### src/rtl/ps2_mouse_tracker_pkg.sv
// Shared PS/2 command bytes, control-FSM encoding and screen bounds
// used by the mouse tracker and the VGA/object machines.
package ps2_mouse_tracker_pkg;

  localparam logic [7:0] PS2_CMD_ENABLE = 8'hF4;
  localparam logic [7:0] PS2_ACK        = 8'hFA;

  localparam int SCREEN_W_PX = 640;
  localparam int SCREEN_H_PX = 480;

  typedef enum logic [2:0] {
    ST_INHIBIT,
    ST_TX_BITS,
    ST_TX_ACK,
    ST_WAIT_FA,
    ST_RUN
  } ctrl_state_t;

  function automatic logic odd_parity(input logic [7:0] b);
    return ~(^b);
  endfunction

endpackage

### src/rtl/ps2_rx_byte.sv
// PS/2 pad synchroniser, falling-edge detector and 11-bit receive framer
// with odd-parity check and idle timeout.
module ps2_rx_byte
  import ps2_mouse_tracker_pkg::*;
#(
  parameter int TIMEOUT_CYCLES = 200000
) (
  input  logic       clk,
  input  logic       rstn,
  input  logic       ps2_clk_i,
  input  logic       ps2_data_i,
  input  logic       en,
  input  logic       pkt_pending,
  output logic [7:0] data_byte,
  output logic       byte_valid,
  output logic       err,
  output logic       timeout,
  output logic       fall_edge,
  output logic       data_sync
);

  localparam int IW = $clog2(TIMEOUT_CYCLES + 1);

  logic [1:0]    clk_sync;
  logic [1:0]    dat_sync;
  logic          clk_prev;
  logic [3:0]    bit_idx;
  logic [7:0]    sr;
  logic          par;
  logic [IW-1:0] idle;
  logic          at_stop;
  logic          frame_ok;
  logic          bad_start;

  assign fall_edge  = clk_prev & ~clk_sync[1];
  assign data_sync  = dat_sync[1];
  assign data_byte  = sr;
  assign at_stop    = en & fall_edge & (bit_idx == 4'd10);
  assign frame_ok   = data_sync & (par == odd_parity(sr));
  assign bad_start  = en & fall_edge & (bit_idx == 4'd0) & data_sync;
  // Idle timeout only matters while a frame or a packet is half-received.
  assign timeout    = en & ~fall_edge & (idle == '0) & ((bit_idx != 4'd0) | pkt_pending);
  assign byte_valid = at_stop & frame_ok;
  assign err        = bad_start | (at_stop & ~frame_ok) | timeout;

  always_ff @(posedge clk or negedge rstn) begin
    if (!rstn) begin
      clk_sync <= '0;
      dat_sync <= '0;
      clk_prev <= 1'b0;
      bit_idx  <= '0;
      sr       <= '0;
      par      <= 1'b0;
      idle     <= '0;
    end else begin
      clk_sync <= {clk_sync[0], ps2_clk_i};
      dat_sync <= {dat_sync[0], ps2_data_i};
      clk_prev <= clk_sync[1];

      if (fall_edge || timeout) idle <= IW'(TIMEOUT_CYCLES - 1);
      else if (idle != '0)      idle <= idle - IW'(1);

      if (!en || timeout) begin
        bit_idx <= '0;
      end else if (fall_edge) begin
        if (bit_idx == 4'd0) begin
          if (!data_sync) bit_idx <= 4'd1;
        end else if (bit_idx <= 4'd8) begin
          sr      <= {data_sync, sr[7:1]};
          bit_idx <= bit_idx + 4'd1;
        end else if (bit_idx == 4'd9) begin
          par     <= data_sync;
          bit_idx <= bit_idx + 4'd1;
        end else begin
          bit_idx <= '0;
        end
      end
    end
  end

endmodule

### src/rtl/ps2_mouse_tracker.sv
// PS/2 mouse front end: enables streaming, then turns 3-byte packets into a
// screen-clamped cursor position and button state.
//
// state      | meaning
// INHIBIT    | hold PS/2 clock low before a host transmit
// TX_BITS    | shift 0xF4 + parity + stop out on device clock falls
// TX_ACK     | wait for the device line-ack (data low on a clock fall)
// WAIT_FA    | wait for the 0xFA acknowledge byte
// RUN        | assemble movement packets and update the cursor
module ps2_mouse_tracker
  import ps2_mouse_tracker_pkg::*;
#(
  parameter int SCREEN_W       = SCREEN_W_PX,
  parameter int SCREEN_H       = SCREEN_H_PX,
  parameter int INIT_X         = 320,
  parameter int INIT_Y         = 240,
  parameter int INHIBIT_CYCLES = 15000,
  parameter int TIMEOUT_CYCLES = 200000
) (
  input  logic       clk,
  input  logic       rstn,
  input  logic       ps2_clk_i,
  input  logic       ps2_data_i,
  output logic       ps2_clk_oe,
  output logic       ps2_data_oe,
  output logic [9:0] mousex,
  output logic [9:0] mousey,
  output logic       mousepush,
  output logic       mouseright,
  output logic       packet_valid,
  output logic       init_done,
  output logic       frame_err
);

  localparam int TMAX = (INHIBIT_CYCLES > TIMEOUT_CYCLES) ? INHIBIT_CYCLES : TIMEOUT_CYCLES;
  localparam int TW   = $clog2(TMAX + 1);
  localparam logic [9:0] TX_FRAME = {1'b1, odd_parity(PS2_CMD_ENABLE), PS2_CMD_ENABLE};
  localparam logic signed [11:0] X_MAX = 12'(SCREEN_W - 1);
  localparam logic signed [11:0] Y_MAX = 12'(SCREEN_H - 1);

  ctrl_state_t  state;
  logic [TW-1:0] tmr;
  logic [3:0]   tx_idx;
  logic [1:0]   byte_idx;
  logic [5:0]   hdr;      // {y_ovf, x_ovf, y_sign, x_sign, right, left}
  logic [7:0]   dx_lo;

  logic [7:0]   rx_byte;
  logic         rx_valid, rx_err, rx_timeout, fall_edge, data_sync, rx_en;
  logic signed [11:0] dx, dy, nx, ny;
  logic [9:0]   nx_c, ny_c;

  assign rx_en = (state == ST_WAIT_FA) || (state == ST_RUN);

  ps2_rx_byte #(.TIMEOUT_CYCLES(TIMEOUT_CYCLES)) u_rx (
    .clk        (clk),
    .rstn       (rstn),
    .ps2_clk_i  (ps2_clk_i),
    .ps2_data_i (ps2_data_i),
    .en         (rx_en),
    .pkt_pending(byte_idx != 2'd0),
    .data_byte  (rx_byte),
    .byte_valid (rx_valid),
    .err        (rx_err),
    .timeout    (rx_timeout),
    .fall_edge  (fall_edge),
    .data_sync  (data_sync)
  );

  // PS/2 y grows upward, screen y grows downward.
  always_comb begin
    dx = hdr[4] ? 12'sd0 : {{4{hdr[2]}}, dx_lo};
    dy = hdr[5] ? 12'sd0 : {{4{hdr[3]}}, rx_byte};
    nx = $signed({2'b00, mousex}) + dx;
    ny = $signed({2'b00, mousey}) - dy;
    if (nx[11])          nx_c = '0;
    else if (nx > X_MAX) nx_c = X_MAX[9:0];
    else                 nx_c = nx[9:0];
    if (ny[11])          ny_c = '0;
    else if (ny > Y_MAX) ny_c = Y_MAX[9:0];
    else                 ny_c = ny[9:0];
  end

  always_ff @(posedge clk or negedge rstn) begin
    if (!rstn) begin
      state        <= ST_INHIBIT;
      tmr          <= TW'(INHIBIT_CYCLES);
      tx_idx       <= '0;
      byte_idx     <= '0;
      hdr          <= '0;
      dx_lo        <= '0;
      ps2_clk_oe   <= 1'b0;
      ps2_data_oe  <= 1'b0;
      mousex       <= 10'(INIT_X);
      mousey       <= 10'(INIT_Y);
      mousepush    <= 1'b0;
      mouseright   <= 1'b0;
      packet_valid <= 1'b0;
      init_done    <= 1'b0;
      frame_err    <= 1'b0;
    end else begin
      packet_valid <= 1'b0;
      frame_err    <= rx_err;
      case (state)
        ST_INHIBIT: begin
          if (tmr == '0) begin
            ps2_clk_oe  <= 1'b0;
            ps2_data_oe <= 1'b1;
            tx_idx      <= '0;
            state       <= ST_TX_BITS;
          end else begin
            ps2_clk_oe <= 1'b1;
            tmr        <= tmr - TW'(1);
          end
        end
        ST_TX_BITS: begin
          if (fall_edge) begin
            ps2_data_oe <= ~TX_FRAME[tx_idx];
            if (tx_idx == 4'd9) begin
              tmr   <= TW'(TIMEOUT_CYCLES - 1);
              state <= ST_TX_ACK;
            end else begin
              tx_idx <= tx_idx + 4'd1;
            end
          end
        end
        ST_TX_ACK: begin
          if (fall_edge && !data_sync) begin
            tmr   <= TW'(TIMEOUT_CYCLES - 1);
            state <= ST_WAIT_FA;
          end else if (tmr == '0) begin
            frame_err   <= 1'b1;
            ps2_clk_oe  <= 1'b1;
            ps2_data_oe <= 1'b0;
            tmr         <= TW'(INHIBIT_CYCLES - 1);
            state       <= ST_INHIBIT;
          end else begin
            tmr <= tmr - TW'(1);
          end
        end
        ST_WAIT_FA: begin
          if (rx_valid && rx_byte == PS2_ACK) begin
            init_done <= 1'b1;
            byte_idx  <= '0;
            state     <= ST_RUN;
          end else if (rx_timeout || (tmr == '0 && !fall_edge)) begin
            frame_err  <= 1'b1;
            ps2_clk_oe <= 1'b1;
            tmr        <= TW'(INHIBIT_CYCLES - 1);
            state      <= ST_INHIBIT;
          end else if (fall_edge) begin
            tmr <= TW'(TIMEOUT_CYCLES - 1);
          end else begin
            tmr <= tmr - TW'(1);
          end
        end
        ST_RUN: begin
          if (rx_timeout) begin
            byte_idx <= '0;
          end else if (rx_valid) begin
            case (byte_idx)
              2'd0: begin
                // Header bit 3 is always set; anything else is a misaligned byte.
                if (rx_byte[3]) begin
                  hdr      <= {rx_byte[7:4], rx_byte[1:0]};
                  byte_idx <= 2'd1;
                end
              end
              2'd1: begin
                dx_lo    <= rx_byte;
                byte_idx <= 2'd2;
              end
              default: begin
                mousex       <= nx_c;
                mousey       <= ny_c;
                mousepush    <= hdr[0];
                mouseright   <= hdr[1];
                packet_valid <= 1'b1;
                byte_idx     <= 2'd0;
              end
            endcase
          end
        end
        default: state <= ST_INHIBIT;
      endcase
    end
  end

endmodule

### config.mk
export PLATFORM = sky130hd
export DESIGN_NAME = ps2_mouse_tracker
export DESIGN_NICKNAME = d
export VERILOG_FILES = /design/src/rtl/ps2_mouse_tracker_pkg.sv /design/src/rtl/ps2_rx_byte.sv /design/src/rtl/ps2_mouse_tracker.sv
export SDC_FILE = /design/constraint.sdc
export NUM_CORES = 1
export LEC_CHECK = 0
export CAP_MARGIN = 40
export CORE_MARGIN = 4
export CORE_UTILIZATION = 40
export DETAILED_ROUTE_END_ITERATION = 12
export MAX_ROUTING_LAYER = met4
export PLACE_DENSITY = 0.58
export SKIP_LAST_GASP = 1
export SYNTH_ARGS = -nofsm -noshare
export SYNTH_HDL_FRONTEND = slang
export SYNTH_SLANG_ARGS = --single-unit
### constraint.sdc
create_clock -name clk -period 3.4 [get_ports clk]
set_clock_uncertainty 0.2 [all_clocks]
set_input_delay 0.51 -clock clk [delete_from_list [all_inputs] [get_ports clk]]
set_output_delay 0.51 -clock clk [all_outputs]
set_load 0.02 [all_outputs]
==> results.cfg <==
[outcome]
outcome = finished, violations left
violations = negative hold slack

[sta]
slew_headroom_pct = 50.5
post-route-period-util_pct = 93.0
tightest_slew_ps = 740
setup_viol = 0
fin_setup_tns_ps = 0
grt_setup_unrepaired = yes
fmax_mhz = 316
fin_crit_ps = 3160
maxSlewViolCount = 0
holdWs_ps = -24.7
hold_violations = 15

[floorplan]
die_height_um = 137
die_area_um2 = 18800
io_pins = 31
start_util_pct = 41.4
rows = 46
die_w_um = 137
core_um2 = 16100

[place]
dpl.hpwl_um = 11200
placed_area_um2 = 7350
io_buffer_count = 30
gp_congestion = 0.889

[pwr]
swShare_pct = 33.4
leakagePower_uw = 0.00336
pwr-share-comb_pct = 25.6
p_per_area_nw_per_um2 = 462
clkPwrFrac_pct = 32.2
seq_power_share_pct = 42.3
peakVddDrop_uv = 351
p_sw_uw = 1190
internal-power_uw = 2370

[clocking]
post_cts_buffers = 0
hold_buffers = 0
clockBufferDepth = 2
cts_tree = yes
path_clk_slew_ps = 70
cts-resized-gates = 0
cts_root_buffer = clkbuf_16
insertion_delay_ps = 350
cts_buffers = 9
htreeDepth = 3
cts.sinks = 104

[critical_path]
max_stage_delay_ps = 460
cp-end-kind = flip-flop
crit_chain = nor2b_2 > inv_1 > ha_1 > and2_0 > nor3_1 > a311oi_1 > and4b_1 > nand2_1 > o211ai_1 > o21ai_0 > mux2_2
cp.required_ps = 3440
crit_slowest_cell = dfrtp_1
critPathMaxFanout = 10
crit_type = flip-flop to flip-flop
cp-start-kind = flip-flop
cp_data_arrival_time_ps = 3200

[synthesis]
seq_area_frac_synth_pct = 39.2
ys_warn_count = 0
synth_nets = 778
async_flop_share_pct = 100
synth_ff_type = dfrtp_1
synth_edf_count = 0
yosysUniqueCellTypes = 79
post_synth.cell_area_avg_um2 = 9.09
syn_inst = 735
synth-seq-cells = 104
syn-cell-area_um2 = 6680

[drt]
drt-pass1-iter-count = 5
drtIter0Drc = 419
vias = 5514
routed-wl-met2_um = 7190
via_per_inst = 5.51
wl_um = 15200
wire_per_inst_um = 15.2
drtAntennaViolNets = 0
route.met3.wl_um = 472
wl_met1_um = 7300
drc = 0
top_layer = met4

[final_layout]
n_antenna_cell = 0
syn_to_final_growth_pct = 15.2
final_core_util_pct = 47.8
drive_gt1_share_pct = 13.1
nets = 822
final_area_um2 = 7700

[global_route]
grt_antenna_before_repair = 0
grt_pass1_vias = 5267
gr-usage-all-layers_pct = 17.3
grt_first_pass_wirelength_um = 25700
grt_overflow = 0
grt_max_degree = 58

[run]
maxCapViolations = 0

[min_path]
min_path_type = primary input to async pin
-- layout by cell type, fill, tap and decap left out, drive strengths merged, types with 12 or more instances in the layout --
cell | Yosys | final
o21ai | 61 | 61
mux2 | 21 | 21
nor3 | 21 | 21
inv | 36 | 37
xnor2 | 24 | 24
dfrtp | 91 | 91
a21oi | 39 | 39
nand2 | 86 | 86
nor2 | 59 | 59
dfstp | 13 | 13
nand2b | 21 | 21
buf | 7 | 23
nor4 | 15 | 15
ha | 37 | 37
clkdlybuf4s50 | 0 | 29
a31oi | 12 | 12
nor2b | 17 | 17
nand3 | 28 | 28
-- layout make-up --
class / instances / area (um2)
tap: 216 / 270
sequential: 104 / 2620
clock buffer: 10 / 239
multi-input combinational: 576 / 3870
timing repair buffer: 52 / 475
inverter: 36 / 135
fill: 1534 / 8420
clock inverter: 6 / 90.1
-- cell usage after synthesis, types with 3 or more instances --
cell type | number | share of area [%]
a21oi_1 | 38 | 2.8
nor3_2 | 3 | 0.45
or2_2 | 3 | 0.28
xor2_1 | 6 | 0.79
a31oi_1 | 12 | 1.1
a22oi_1 | 4 | 0.45
a211o_1 | 3 | 0.39
nor3_1 | 18 | 1.3
nand3_1 | 28 | 2.1
buf_2 | 6 | 0.45
o21ai_1 | 4 | 0.30
clkbuf_1 | 12 | 0.67
nor2b_1 | 17 | 1.6
inv_1 | 35 | 2.0
mux2_2 | 21 | 3.5
dfstp_2 | 13 | 5.1
o31ai_1 | 8 | 0.90
o21bai_1 | 5 | 0.56
o211ai_1 | 5 | 0.56
a22o_1 | 7 | 0.92
nor3b_2 | 3 | 0.56
or3_1 | 6 | 0.56
nand3b_1 | 5 | 0.56
o21a_1 | 4 | 0.45
nor4_2 | 4 | 0.75
nor4b_1 | 3 | 0.39
nand4_1 | 4 | 0.37
dfrtp_1 | 91 | 34
ha_1 | 37 | 6.9
a211oi_1 | 5 | 0.56
a21o_1 | 6 | 0.67
nor2_1 | 59 | 3.3
and2_1 | 4 | 0.37
nor4_1 | 10 | 0.94
o21ai_0 | 56 | 4.2
nand2_1 | 86 | 4.8
and3_1 | 8 | 0.75
nand2b_1 | 21 | 2.0
xnor2_1 | 24 | 3.1
-- worst max-delay path: cells and delay by family, from the launching register on --
family / cells / cell delay [ps]
buf+inv: 1 / 140
flops: 1 / 460
mux: 1 / 260
compound gates: 3 / 520
fa+ha+maj: 1 / 380
simple gates: 5 / 1090
-- stage by stage --
step           setup slack [ps]  instances  total power [uW]  hold slack (ps)
2_1_floorplan               323        735              2140             14.4
3_3_place_gp                189        984              2400              132
3_5_place_dp                132        984              2430              143
4_1_cts                     116       1000              3590             6.54
5_1_grt                  -0.580       1000              3780             28.1
6_report                    239       1000              3560            -24.7
-- per-layer routing --
| layer | up-vias | track usage (%) |
|---|---|---|
| met1 | 2660 | 22.7 |
| met5 | - | - |
| met3 | 25 | 3.32 |
| met4 | 0 | 4.88 |
| met2 | 91 | 27.5 |
| li1 | 2738 | - |
-- path summary, 6_finish.rpt --
check                                 start                to  slack [ps]  cells past startpoint
max                                  hdr[5]         mousey[8]         240                     11
max in group asynchronous              rstn            tmr[3]        2250                      2
min                                    rstn         mousey[3]         -20                      1
min reg2reg                u_rx.clk_sync[0]  u_rx.clk_sync[1]         150                      0
min in group clk           u_rx.clk_sync[0]  u_rx.clk_sync[1]         150                      0
max reg2reg                          hdr[5]         mousey[8]         240                     11
-- sequential cells by signal, indices dropped and copies added, names as in the netlist, 2 cells and up --
register and cells:
byte_idx 2, dx_lo 8, hdr 6, mousex 10
mousey 10, state 3, tmr 18, tx_idx 4
u_rx.bit_idx 4, u_rx.clk_sync 2, u_rx.dat_sync 2, u_rx.data_byte 8
u_rx.idle 18
-- cells by family (layout without fill, tap and decap cells) --
group	Yosys count	after routing	synth area share, %
flip-flops	104	104	39.2
buffers and inverters	55	104	3.20
AO/OA/AOI/OAI	185	185	18.6
XOR/XNOR	31	31	4.27
multiplexers	22	22	3.69
adder cells (fa/ha/maj)	39	39	7.53
AND/OR/NAND/NOR	299	299	23.5
-- power by group through the flow --
stage / clock [uW] / sequential [uW] / combinational [uW]
floorplan: 0 / 1500 / 641
global placement: 0 / 1520 / 883
detailed placement: 0 / 1520 / 909
CTS: 1180 / 1500 / 912
global route: 1230 / 1520 / 1030
finish: 1140 / 1500 / 910
Power figures use the tool's default switching activity.
